<file path="config.mk">
export PLATFORM = sky130hd
export DESIGN_NAME = seq_circ
export DESIGN_NICKNAME = d
export VERILOG_FILES = /design/src/rtl/seq_circ_pkg.sv /design/src/rtl/seq_circ_alu.sv /design/src/rtl/seq_circ.sv
export SDC_FILE = /design/constraint.sdc
export NUM_CORES = 1
export LEC_CHECK = 0
export CAP_MARGIN = 30
export CELL_PAD_IN_SITES_DETAIL_PLACEMENT = 1
export CELL_PAD_IN_SITES_GLOBAL_PLACEMENT = 1
export CORE_UTILIZATION = 38
export CTS_BUF_LIST = sky130_fd_sc_hd__clkbuf_8
export CTS_CLUSTER_DIAMETER = 200
export CTS_CLUSTER_SIZE = 10
export DETAILED_ROUTE_END_ITERATION = 8
export PLACE_DENSITY_LB_ADDON = 0.25
export SLEW_MARGIN = 20
export SYNTH_ARGS = -nofsm -noshare
export SYNTH_HDL_FRONTEND = slang
export SYNTH_SLANG_ARGS = --single-unit
</file>
<file path="constraint.sdc">
create_clock -name clk -period 3.3 [get_ports clk]
set_input_delay 0.66 -clock clk [delete_from_list [all_inputs] [get_ports clk]]
set_output_delay 0.66 -clock clk [all_outputs]
set_load 0.01 [all_outputs]
</file>
<file path="src/rtl/seq_circ_pkg.sv">
// -----------------------------------------------------------------------------
// seq_circ_pkg
// Shared definitions for the seq_circ multi-cycle arithmetic unit:
//   DATA_W  - datapath width (8 bits)
//   data_t  - one datapath word
//   state_t - controller state encoding
// -----------------------------------------------------------------------------
package seq_circ_pkg;

  localparam int DATA_W = 8;

  typedef logic [DATA_W-1:0] data_t;

  typedef enum logic [2:0] {
    IDLE    = 3'd0,
    ADD_AB  = 3'd1,
    ADD_CD  = 3'd2,
    COMBINE = 3'd3,
    DONE    = 3'd4
  } state_t;

endpackage : seq_circ_pkg

</file>
<file path="src/rtl/seq_circ_alu.sv">
// -----------------------------------------------------------------------------
// seq_circ_alu
// Combinational 8-bit adder/subtractor shared by every compute state of
// seq_circ. Wraps modulo 2**DATA_W.
//
// Ports:
//   a, b  in   DATA_W  operands
//   sub   in   1       0 = a + b, 1 = a - b
//   y     out  DATA_W  wrapped result
//   co    out  1       carry-out (add) or borrow (sub); only present when
//                      SEQ_CIRC_OVF_EN is defined
// -----------------------------------------------------------------------------
module seq_circ_alu
  import seq_circ_pkg::*;
(
  input  logic [DATA_W-1:0] a,
  input  logic [DATA_W-1:0] b,
  input  logic              sub,
  output logic [DATA_W-1:0] y
`ifdef SEQ_CIRC_OVF_EN
  ,
  output logic              co
`endif
);

`ifdef SEQ_CIRC_OVF_EN
  // One extra bit catches the carry; for subtraction the same bit is set
  // exactly when a < b, i.e. it is the borrow.
  logic [DATA_W:0] wide;

  always_comb begin
    if (sub) wide = {1'b0, a} - {1'b0, b};
    else     wide = {1'b0, a} + {1'b0, b};
  end

  assign y  = wide[DATA_W-1:0];
  assign co = wide[DATA_W];
`else
  assign y = sub ? (a - b) : (a + b);
`endif

endmodule : seq_circ_alu

</file>
<file path="src/rtl/seq_circ.sv">
// -----------------------------------------------------------------------------
// seq_circ
// Multi-cycle unit computing (A+B)+(C+D) or (A+B)-(C+D) through a single
// shared adder/subtractor. A level-sensitive start is accepted in IDLE; the
// registered result appears with done four rising edges later (counting the
// accepting edge). done stays high in DONE until start is seen low.
//
// Ports:
//   reset       in   1       synchronous, active-high
//   clk         in   1       rising-edge clock
//   start       in   1       request, sampled in IDLE and DONE
//   mode        in   1       0 = sum of pairs, 1 = difference of pairs
//   A, B, C, D  in   8 each  unsigned operands, captured on acceptance
//   result      out  8       registered result
//   done        out  1       registered, high while result is valid
//   ovf         out  1       any carry/borrow during the operation; only
//                            present when SEQ_CIRC_OVF_EN is defined
//
// Build option: define SEQ_CIRC_OVF_EN to add the ovf port and carry tracking.
// -----------------------------------------------------------------------------
module seq_circ
  import seq_circ_pkg::*;
(
  input  logic              reset,
  input  logic              clk,
  input  logic              start,
  input  logic              mode,
  input  logic [DATA_W-1:0] A,
  input  logic [DATA_W-1:0] B,
  input  logic [DATA_W-1:0] C,
  input  logic [DATA_W-1:0] D,
  output logic [DATA_W-1:0] result,
  output logic              done
`ifdef SEQ_CIRC_OVF_EN
  ,
  output logic              ovf
`endif
);

  state_t state, state_nxt;

  data_t a_q, b_q, c_q, d_q;
  logic  mode_q;
  data_t r1, r2;

  data_t alu_a, alu_b, alu_y;
  logic  alu_sub;

`ifdef SEQ_CIRC_OVF_EN
  logic alu_co;
  logic ovf_q;
`endif

  // ---------------------------------------------------------------------------
  // State register
  // ---------------------------------------------------------------------------
  // NOTE: state is updated with non-blocking assignments so every flop samples
  // the values from before the edge, independent of block ordering.
  always_ff @(posedge clk) begin
    if (reset) state <= IDLE;
    else       state <= state_nxt;
  end

  // ---------------------------------------------------------------------------
  // Next-state logic
  // ---------------------------------------------------------------------------
  // NOTE: state_nxt gets a default before the case so no path leaves it
  // unassigned, which would otherwise infer a latch.
  always_comb begin
    state_nxt = state;
    unique case (state)
      IDLE:    if (start) state_nxt = ADD_AB;
      ADD_AB:  state_nxt = ADD_CD;
      ADD_CD:  state_nxt = COMBINE;
      COMBINE: state_nxt = DONE;
      // Holding start keeps us here so one request yields one computation.
      DONE:    if (!start) state_nxt = IDLE;
      default: state_nxt = IDLE;
    endcase
  end

  // ---------------------------------------------------------------------------
  // Shared ALU operand selection
  // ---------------------------------------------------------------------------
  always_comb begin
    alu_a   = r1;
    alu_b   = r2;
    alu_sub = 1'b0;
    case (state)
      ADD_AB: begin
        alu_a = a_q;
        alu_b = b_q;
      end
      ADD_CD: begin
        alu_a = c_q;
        alu_b = d_q;
      end
      COMBINE: begin
        alu_sub = mode_q;
      end
      default: ;
    endcase
  end

  seq_circ_alu u_alu (
    .a   (alu_a),
    .b   (alu_b),
    .sub (alu_sub),
    .y   (alu_y)
`ifdef SEQ_CIRC_OVF_EN
    ,
    .co  (alu_co)
`endif
  );

  // ---------------------------------------------------------------------------
  // Datapath and output registers
  // ---------------------------------------------------------------------------
  always_ff @(posedge clk) begin
    if (reset) begin
      a_q    <= '0;
      b_q    <= '0;
      c_q    <= '0;
      d_q    <= '0;
      mode_q <= 1'b0;
      r1     <= '0;
      r2     <= '0;
      result <= '0;
      done   <= 1'b0;
`ifdef SEQ_CIRC_OVF_EN
      ovf_q  <= 1'b0;
`endif
    end else begin
      case (state)
        IDLE: begin
          if (start) begin
            a_q    <= A;
            b_q    <= B;
            c_q    <= C;
            d_q    <= D;
            mode_q <= mode;
`ifdef SEQ_CIRC_OVF_EN
            ovf_q  <= 1'b0;
`endif
          end
        end
        ADD_AB: begin
          r1 <= alu_y;
`ifdef SEQ_CIRC_OVF_EN
          ovf_q <= ovf_q | alu_co;
`endif
        end
        ADD_CD: begin
          r2 <= alu_y;
`ifdef SEQ_CIRC_OVF_EN
          ovf_q <= ovf_q | alu_co;
`endif
        end
        COMBINE: begin
          result <= alu_y;
          done   <= 1'b1;
`ifdef SEQ_CIRC_OVF_EN
          ovf_q  <= ovf_q | alu_co;
`endif
        end
        DONE: begin
          if (!start) done <= 1'b0;
        end
        default: ;
      endcase
    end
  end

`ifdef SEQ_CIRC_OVF_EN
  assign ovf = ovf_q;
`endif

endmodule : seq_circ

</file>
==> metrics.md, run 1 <==
| Metric | Value |
|---|---|
| Drt drc | 0 |
| Synth warn | 0 |
| Leakage power | 1.647 nW |
| Max Cap Viol | 0 |
| Largest net degree at the start of global routing | 45 |
| Worst reg2reg setup slack | -0.02 ns |
| Logic pwr share | 45.2% |
| Syn Area/Cell | 8.185 um^2 |
| Detail Placement HPWL | 6.142 mm |
| Worst-path clk slew | 0.06 ns |
| Top post-synthesis cells by area | dfxtp_1 39%, nand2_1 12%, a21oi_1 8.0% |
| Sequential share of power | 30.8% |
| Relative slew slack | 44.92% |
| Cell-internal power | 1.780 mW |
| NumNets Final | 495 |
| Vias in the first global route | 2982 |
| Cts bufs inserted | 9 |
| Routed length on met3 | 397 um |
| Clk_skew | 0.009691 ns |
| Leading area contributor after synthesis | dfxtp_1 |
| RSZ-0062 raised after global routing | yes |
| Critical path class | register to register |
| Maximum VDD drop | 0.2657 mV |
| WL met1 | 4.251 mm |
| Core ar. | 7807 um^2 |
| Most common cell in the netlist | nand2_1 |
| Util after Layout | 54.54% |
| Drt pass-1 iters | 4 |
| Hold Vio Cnt, Final | 0 |
| CTS Buffer Depth | 2 |
| H-tree Lvls | 3 |
| Seq/Total Area, Yosys | 39.26% |
| Clock Sink Count | 61 |
| Initial antenna violation count | 0 |
| Max Slew Vio Count | 0 |
| GPL Wtd Cong | 0.8319 |
| Crit-path max FO | 10 |
| Die Ht | 92.48 um |
| Total Wirelength | 9.893 mm |
| Failing checks | negative setup slack |
| Initial core utilization | 39.84% |
| CP required | 3.58 ns |
| Io pins | 45 |
| Final worst slack | -0.02279 ns |
| Synthesized flop and latch total | 61 |
| Clock power share | 24.0% |
| CP Capture Type | register |
| Hold WC Path Type | register to register |
| Number of synthesized flops with an enable pin | 0 |
| RR Startpoint | state[0] |
| IO buf count | 44 |
| Met2 routed WL | 5.060 mm |
| Routed Antenna Nets | 0 |
| CP Data Arrival Time | 3.60 ns |
| Switching share of power | 36.13% |
| Period utilization | 100.7% |
| Global route overflow | 0 |
| Tightest Pin Transition | 0.8262 ns |
| Number of hold buffers added after CTS | 0 |
| Die Span X | 92.48 um |
| CP Capture Point | r1[7] |
| Layout fillers | 922 |
| Post-layout min period | 3.323 ns |
| Highest metal used | met4 |
| Die area | 8552 um^2 |
| Post-Syn Instances | 380 |
| Layout area overhead | 36.89% |
| Reg2reg end | r1[7] |
| Synth top cells by count | 101 x nand2_1, 61 x dfxtp_1, 50 x a21oi_1 |
| Pwr/cell area | 654.6 nW/um^2 |
| Clk root buf | clkbuf_8 |
| DR vias | 3003 |
| Max Freq | 301.0 MHz |
| Ys flop type | dfxtp_1 |
| Hold path start | a_q[6] |
| Syn Nets | 425 |
| First-pass GRT wire length | 14.26 mm |
| Skew-Pair Late Insertion Delay | 0.35 ns |
| Drt wl/cell | 17.76 um |
| Setup violators final | 1 |
| Layout cells sized above 1 | 23.08% |
| Synth top area share | 39.26% |
| CTS tree | yes |
| Total GRT Usage | 21.49% |
| Iteration-0 DRC Markers | 93 |
| Yosys cell types | 53 |
| Outcome | finished, violations left |
| Site Rows | 32 |
| Post-Syn Area | 3110 um^2 |
| Crit path launch | state[0] |
| Total power | 2.787 mW |
| Worst reg-to-reg path cell count | 17 |
| Switching pwr | 1.007 mW |
| Post-synth ARST share | 0% |
| Kind of start point of the critical path | register |
| Via density | 5.391 |
| N_diodes | 0 |
layout make-up:
type	instances	area [um^2]	share of cell area (%)
Multi-Input combinational cell	288	1878	44.11
Timing Repair Buffer	85	808.3	18.98
Inverter	5	18.77	0.4408
Clock buffer	10	137.6	3.232
Clock inverter	6	55.05	1.293
Tap cell	102	127.6	2.997
Sequential cell	61	1232	28.95
flip-flops by register name, summed over array words and instances, names as in the netlist:
signal and count:
r1 8, r2 8, result 8, state 3, d_q 8, a_q 8, mode_q 1, c_q 8
b_q 8, done 1
what timing repair did:
| action | in CTS | in global routing |
|---|---|---|
| pin swaps | 0 | 16 |
| cloned | 0 | 2 |
| setup buffers | 0 | 15 |
| resized for setup | 6 | 38 |
| endpoints found under the setup margin | 6 | 9 |
cell families after synthesis:
| group | share of synthesized area, % |
|---|---|
| and+or+nand+nor | 28.20 |
| xor gates and xnor gates | 3.862 |
| buffers and inverters | 5.028 |
| DFF | 39.26 |
| adders and majority gates | 3.862 |
| AOI/OAI and AO/OA | 19.79 |
worst max-delay path, cell delays in order, from the launching register on:
cell,delay (ns)
dfxtp_4,0.37
buf_6,0.14
nand2b_4,0.14
buf_4,0.16
o22a_1,0.22
o22ai_2,0.20
buf_6,0.16
nand2_1,0.07
o21ai_2,0.18
xnor2_1,0.15
ha_1,0.29
o21ai_2,0.09
a21oi_2,0.07
o41ai_4,0.43
xnor2_4,0.16
buf_6,0.14
a211o_1,0.23
nand3_1,0.06
power groups by stage:
stage                     sequential (mW)  combinational [mW]  clock, mW
after floorplan                     0.857               0.667          0
after global placement              0.868               0.899          0
after detailed placement            0.871               0.936          0
after CTS                           0.856               0.983      0.672
after global routing                0.867                1.35      0.697
final                               0.858                1.26      0.669
through the flow:
step | worst slack, ns | cell area (um^2) | TNS, ns | hold slack (ns) | std cells
4_1_cts | 0.001382 | 3953 | 0 | 0.4576 | 541
3_5_place_dp | -0.09274 | 3732 | -0.1524 | 0.4486 | 525
2_1_floorplan | 0.00001710 | 3110 | 0 | 0.4360 | 380
6_report | -0.02279 | 4258 | -0.02279 | 0.4579 | 557
3_3_place_gp | 0.01743 | 3732 | 0 | 0.4441 | 525
5_1_grt | -0.1191 | 4258 | -0.5436 | 0.4726 | 557
routing by layer:
metal / global-route usage [%] / vias to the layer above
met5: 0 / -
met4: 9.115 / 0
met3: 3.530 / 14
met2: 37.35 / 57
met1: 26.07 / 1490
li1: - / 1442
placed cells by master (no fill, tap or decap), types with 8 or more instances in the layout:
| cell type | Yosys | routed |
|---|---|---|
| clkbuf_8 | 0 | 10 |
| a211oi_1 | 8 | 8 |
| dfxtp_1 | 61 | 58 |
| nand2_1 | 101 | 100 |
| clkdlybuf4s50_1 | 0 | 43 |
| buf_4 | 0 | 33 |
| o22a_1 | 8 | 8 |
| nand3b_1 | 11 | 11 |
| nor2_1 | 21 | 18 |
| a21oi_1 | 50 | 49 |
worst min path at each step:
stage           endpoint  cells after the start  slack (ns)
6_report          a_q[6]                      2        0.46
5_1_grt           d_q[5]                      2        0.47
4_1_cts           a_q[6]                      2        0.46
3_5_place_dp      a_q[6]                      2        0.45
3_3_place_gp   result[3]                      2        0.44
2_1_floorplan     c_q[2]                      2        0.44
(Power assumes the default switching activity.)
==> run 2, diff against run 1 <==
--- a/config.mk
+++ b/config.mk
@@ -14,6 +14,7 @@
 export CTS_CLUSTER_SIZE = 10
 export DETAILED_ROUTE_END_ITERATION = 8
 export PLACE_DENSITY_LB_ADDON = 0.25
+export REMOVE_ABC_BUFFERS = 1
 export SLEW_MARGIN = 20
 export SYNTH_ARGS = -nofsm -noshare
 export SYNTH_HDL_FRONTEND = slang
==> metrics.md, run 2 (synthesis results as in run 1) <==
| Metric | Value |
|---|---|
| Outcome | completed (was finished, violations left) |
| Placed Cells | 529 (was 525) |
| CTS Buffer Depth | 2 (unchanged) |
| Clk_skew | 0.01357 ns (was 0.009691 ns) |
| Hold Vio Cnt, Final | 0 (unchanged) |
| Max Slew Vio Count | 0 (unchanged) |
| CP Data Arrival Time | 3.43 ns (was 3.60 ns) |
| Switching pwr | 0.9652 mW (was 1.007 mW) |
| Kind of start point of the critical path | register (unchanged) |
| Layout cells sized above 1 | 21.81% (was 23.08%) |
| RSZ-0062 raised after global routing | yes (unchanged) |
| NumNets Final | 494 (was 495) |
| Die Ht | 92.48 um (unchanged) |
| Initial core utilization | 39.84% (unchanged) |
| Total power | 2.794 mW (was 2.787 mW) |
| Io pins | 45 (unchanged) |
| Drt pass-1 iters | 4 (unchanged) |
| Crit-path leading delay family | compound AO/OA/AOI/OAI gates (unchanged) |
| Clock power share | 27.2% (was 24.0%) |
| N_diodes | 0 (unchanged) |
| Via density | 5.349 (was 5.391) |
| Routed Antenna Nets | 0 (unchanged) |
| Number of hold buffers added after CTS | 0 (unchanged) |
| Sequential share of power | 30.8% (about the same) |
| Crit-path max FO | 6 (was 10) |
| Layout area overhead | 36.08% (was 36.89%) |
| Hold WC Path Type | register to register (unchanged) |
| Core ar. | 7807 um^2 (unchanged) |
| Worst-path clk slew | 0.07 ns (was 0.06 ns) |
| Site Rows | 32 (unchanged) |
| CP required | 3.50 ns (was 3.58 ns) |
| Logic pwr share | 42.0% (was 45.2%) |
| Max Freq | 309.6 MHz (was 301.0 MHz) |
| CP peak stage delay | 0.43 ns (about the same) |
| Cell-internal power | 1.829 mW (was 1.780 mW) |
| GPL Wtd Cong | 0.8526 (was 0.8319) |
| IO buf count | 44 (unchanged) |
| Skew-Pair Late Insertion Delay | 0.35 ns (about the same) |
| Total GRT Usage | 22.44% (was 21.49%) |
| Tightest Pin Transition | 0.7620 ns (was 0.8262 ns) |
| Post-route insts no fill | 556 (was 557) |
| Cts bufs inserted | 9 (unchanged) |
| Post-layout min period | 3.229 ns (was 3.323 ns) |
| Pwr/cell area | 660.1 nW/um^2 (was 654.6 nW/um^2) |
| Most common cell after layout, fill and taps aside | nand2_1 (unchanged) |
| Detail Placement HPWL | 6.186 mm (was 6.142 mm) |
| Iteration-0 DRC Markers | 86 (was 93) |
| Drt drc | 0 (unchanged) |
| Layout fillers | 918 (was 922) |
| Vias in the first global route | 3035 (was 2982) |
| Worst path buffer plus inverter count | 2 (was 4) |
| CTS tree | yes (unchanged) |
| Switching share of power | 34.54% (was 36.13%) |
| Leakage power | 1.639 nW (was 1.647 nW) |
| Worst slack, placed | -0.2113 ns (was -0.09274 ns) |
| Critical-path cell list | or3b_4 > nand2_4 > o22a_1 > inv_2 > ha_4 > nand2_2 > o21ai_2 > inv_2 > ha_4 > nor2b_4 > o21ai_2 > a21oi_2 > o41ai_4 > xnor2_4 > xnor2_2 > a211oi_2 (was buf_6 > nand2b_4 > buf_4 > o22a_1 > o22ai_2 > buf_6 > nand2_1 > o21ai_2 > xnor2_1 > ha_1 > o21ai_2 > a21oi_2 > o41ai_4 > xnor2_4 > buf_6 > a211o_1 > nand3_1) |
| Drt wl/cell | 16.44 um (was 17.76 um) |
| Global route overflow | 0 (unchanged) |
| Initial antenna violation count | 0 (unchanged) |
| Period utilization | 97.86% (was 100.7%) |
| Die Span X | 92.48 um (unchanged) |
| Largest net degree at the start of global routing | 42 (was 45) |
| Die area | 8552 um^2 (unchanged) |
| CP Capture Type | register (unchanged) |
| Maximum VDD drop | 0.2811 mV (was 0.2657 mV) |
| Total Wirelength | 9.141 mm (was 9.893 mm) |
| Clk root buf | clkbuf_8 (unchanged) |
| DR vias | 2974 (was 3003) |
| Relative slew slack | 49.20% (was 44.92%) |
| H-tree Lvls | 3 (unchanged) |
| Clock Sink Count | 61 (unchanged) |
| CP max-delay cell | or3b_4 (was o41ai_4) |
| Commonest non-fill, non-tap cells in the layout | 100 x nand2_1, 58 x dfxtp_1, 49 x a21oi_1 (unchanged) |
| Critical path class | register to register (unchanged) |
| Final worst slack | 0.07052 ns (was -0.02279 ns) |
| Max Cap Viol | 0 (unchanged) |
| Setup violators final | 0 (was 1) |
| First-pass GRT wire length | 14.82 mm (was 14.26 mm) |
[run 2: changes by cell type in the layout (fill, tap and decap cells not counted), moves of 2 or more]
cell	previous run	this run
buf_6	4	0
buf_4	33	36
buf_12	0	2
clkbuf_16	2	0
clkinv_2	2	0
o21ai_0	6	4
o21ai_1	0	2
[run 2: path summary, 6_finish.rpt]
path | start | endpoint | slack, ns | cells after the start
min | result[3] | result[3] | 0.45 | 2
max reg2reg | state[1] | result[7] | 0.07 | 16
max | state[1] | result[7] | 0.07 | 16
min reg2reg | result[3] | result[3] | 0.45 | 2
[run 2: power groups by stage]
stage / clock network (mW) / registers, mW / logic [mW]
floorplan: 0 / 0.867 / 0.630
global placement: 0 / 0.870 / 0.918
detailed placement: 0 / 0.873 / 0.949
CTS: 0.775 / 0.858 / 0.996
global route: 0.810 / 0.867 / 1.28
finish: 0.761 / 0.860 / 1.17
[run 2: area by class of cell]
| type | instances | area [um^2] | area share [%] |
|---|---|---|---|
| Timing Repair Buffer | 84 | 775.7 | 18.33 |
| Multi-Input combinational cell | 288 | 1854 | 43.81 |
| Tap cell | 102 | 127.6 | 3.015 |
| Clock buffer | 11 | 151.4 | 3.577 |
| Sequential cell | 61 | 1230 | 29.06 |
| Inverter | 5 | 18.77 | 0.4434 |
| Clock inverter | 5 | 75.07 | 1.774 |
[run 2: through the flow]
| stage | utilization [%] | TNS [ns] | hold WS [ns] | cell area, um^2 |
|---|---|---|---|---|
| 2_1_floorplan | - | -1.086 | 0.4300 | 2973 |
| 3_3_place_gp | 48.35 | -0.02382 | 0.4418 | 3775 |
| 3_5_place_dp | 48.35 | -0.4495 | 0.4478 | 3775 |
| 4_1_cts | 51.65 | 0 | 0.4580 | 4033 |
| 5_1_grt | 54.21 | -0.1250 | 0.4749 | 4233 |
| 6_report | 54.21 | 0 | 0.4543 | 4233 |
[run 2: repair_timing]
action,CTS,global route
setup endpoints to repair,7,9
gates resized for setup,8,28
pin swaps,0,17
cloned,0,0
setup buffers,0,12
[run 2: tightest hold or removal path: cells and delay by family (launching register included)]
family / cells / cell delay (ns)
flip-flops: 1 / 0.31
AND/OR/NAND/NOR: 1 / 0.05
AO/OA/AOI/OAI: 1 / 0.05
[run 2: layer usage]
metal / up-vias / wire length (um) / global-route usage (%)
li1: 1443 / - / -
met1: 1453 / 3947 / 27.41
met2: 59 / 4638 / 39.01
met3: 19 / 347 / 4.433
met4: 0 / 208 / 7.813
met5: - / 0 / 0
==> run 3, diff against run 2 <==
--- a/config.mk
+++ b/config.mk
@@ -15,7 +15,6 @@
 export DETAILED_ROUTE_END_ITERATION = 8
 export PLACE_DENSITY_LB_ADDON = 0.25
 export REMOVE_ABC_BUFFERS = 1
-export SLEW_MARGIN = 20
 export SYNTH_ARGS = -nofsm -noshare
 export SYNTH_HDL_FRONTEND = slang
 export SYNTH_SLANG_ARGS = --single-unit
==> results of run 3 <==
Same layout as run 2: the final DEF is identical, and so are final timing and power.
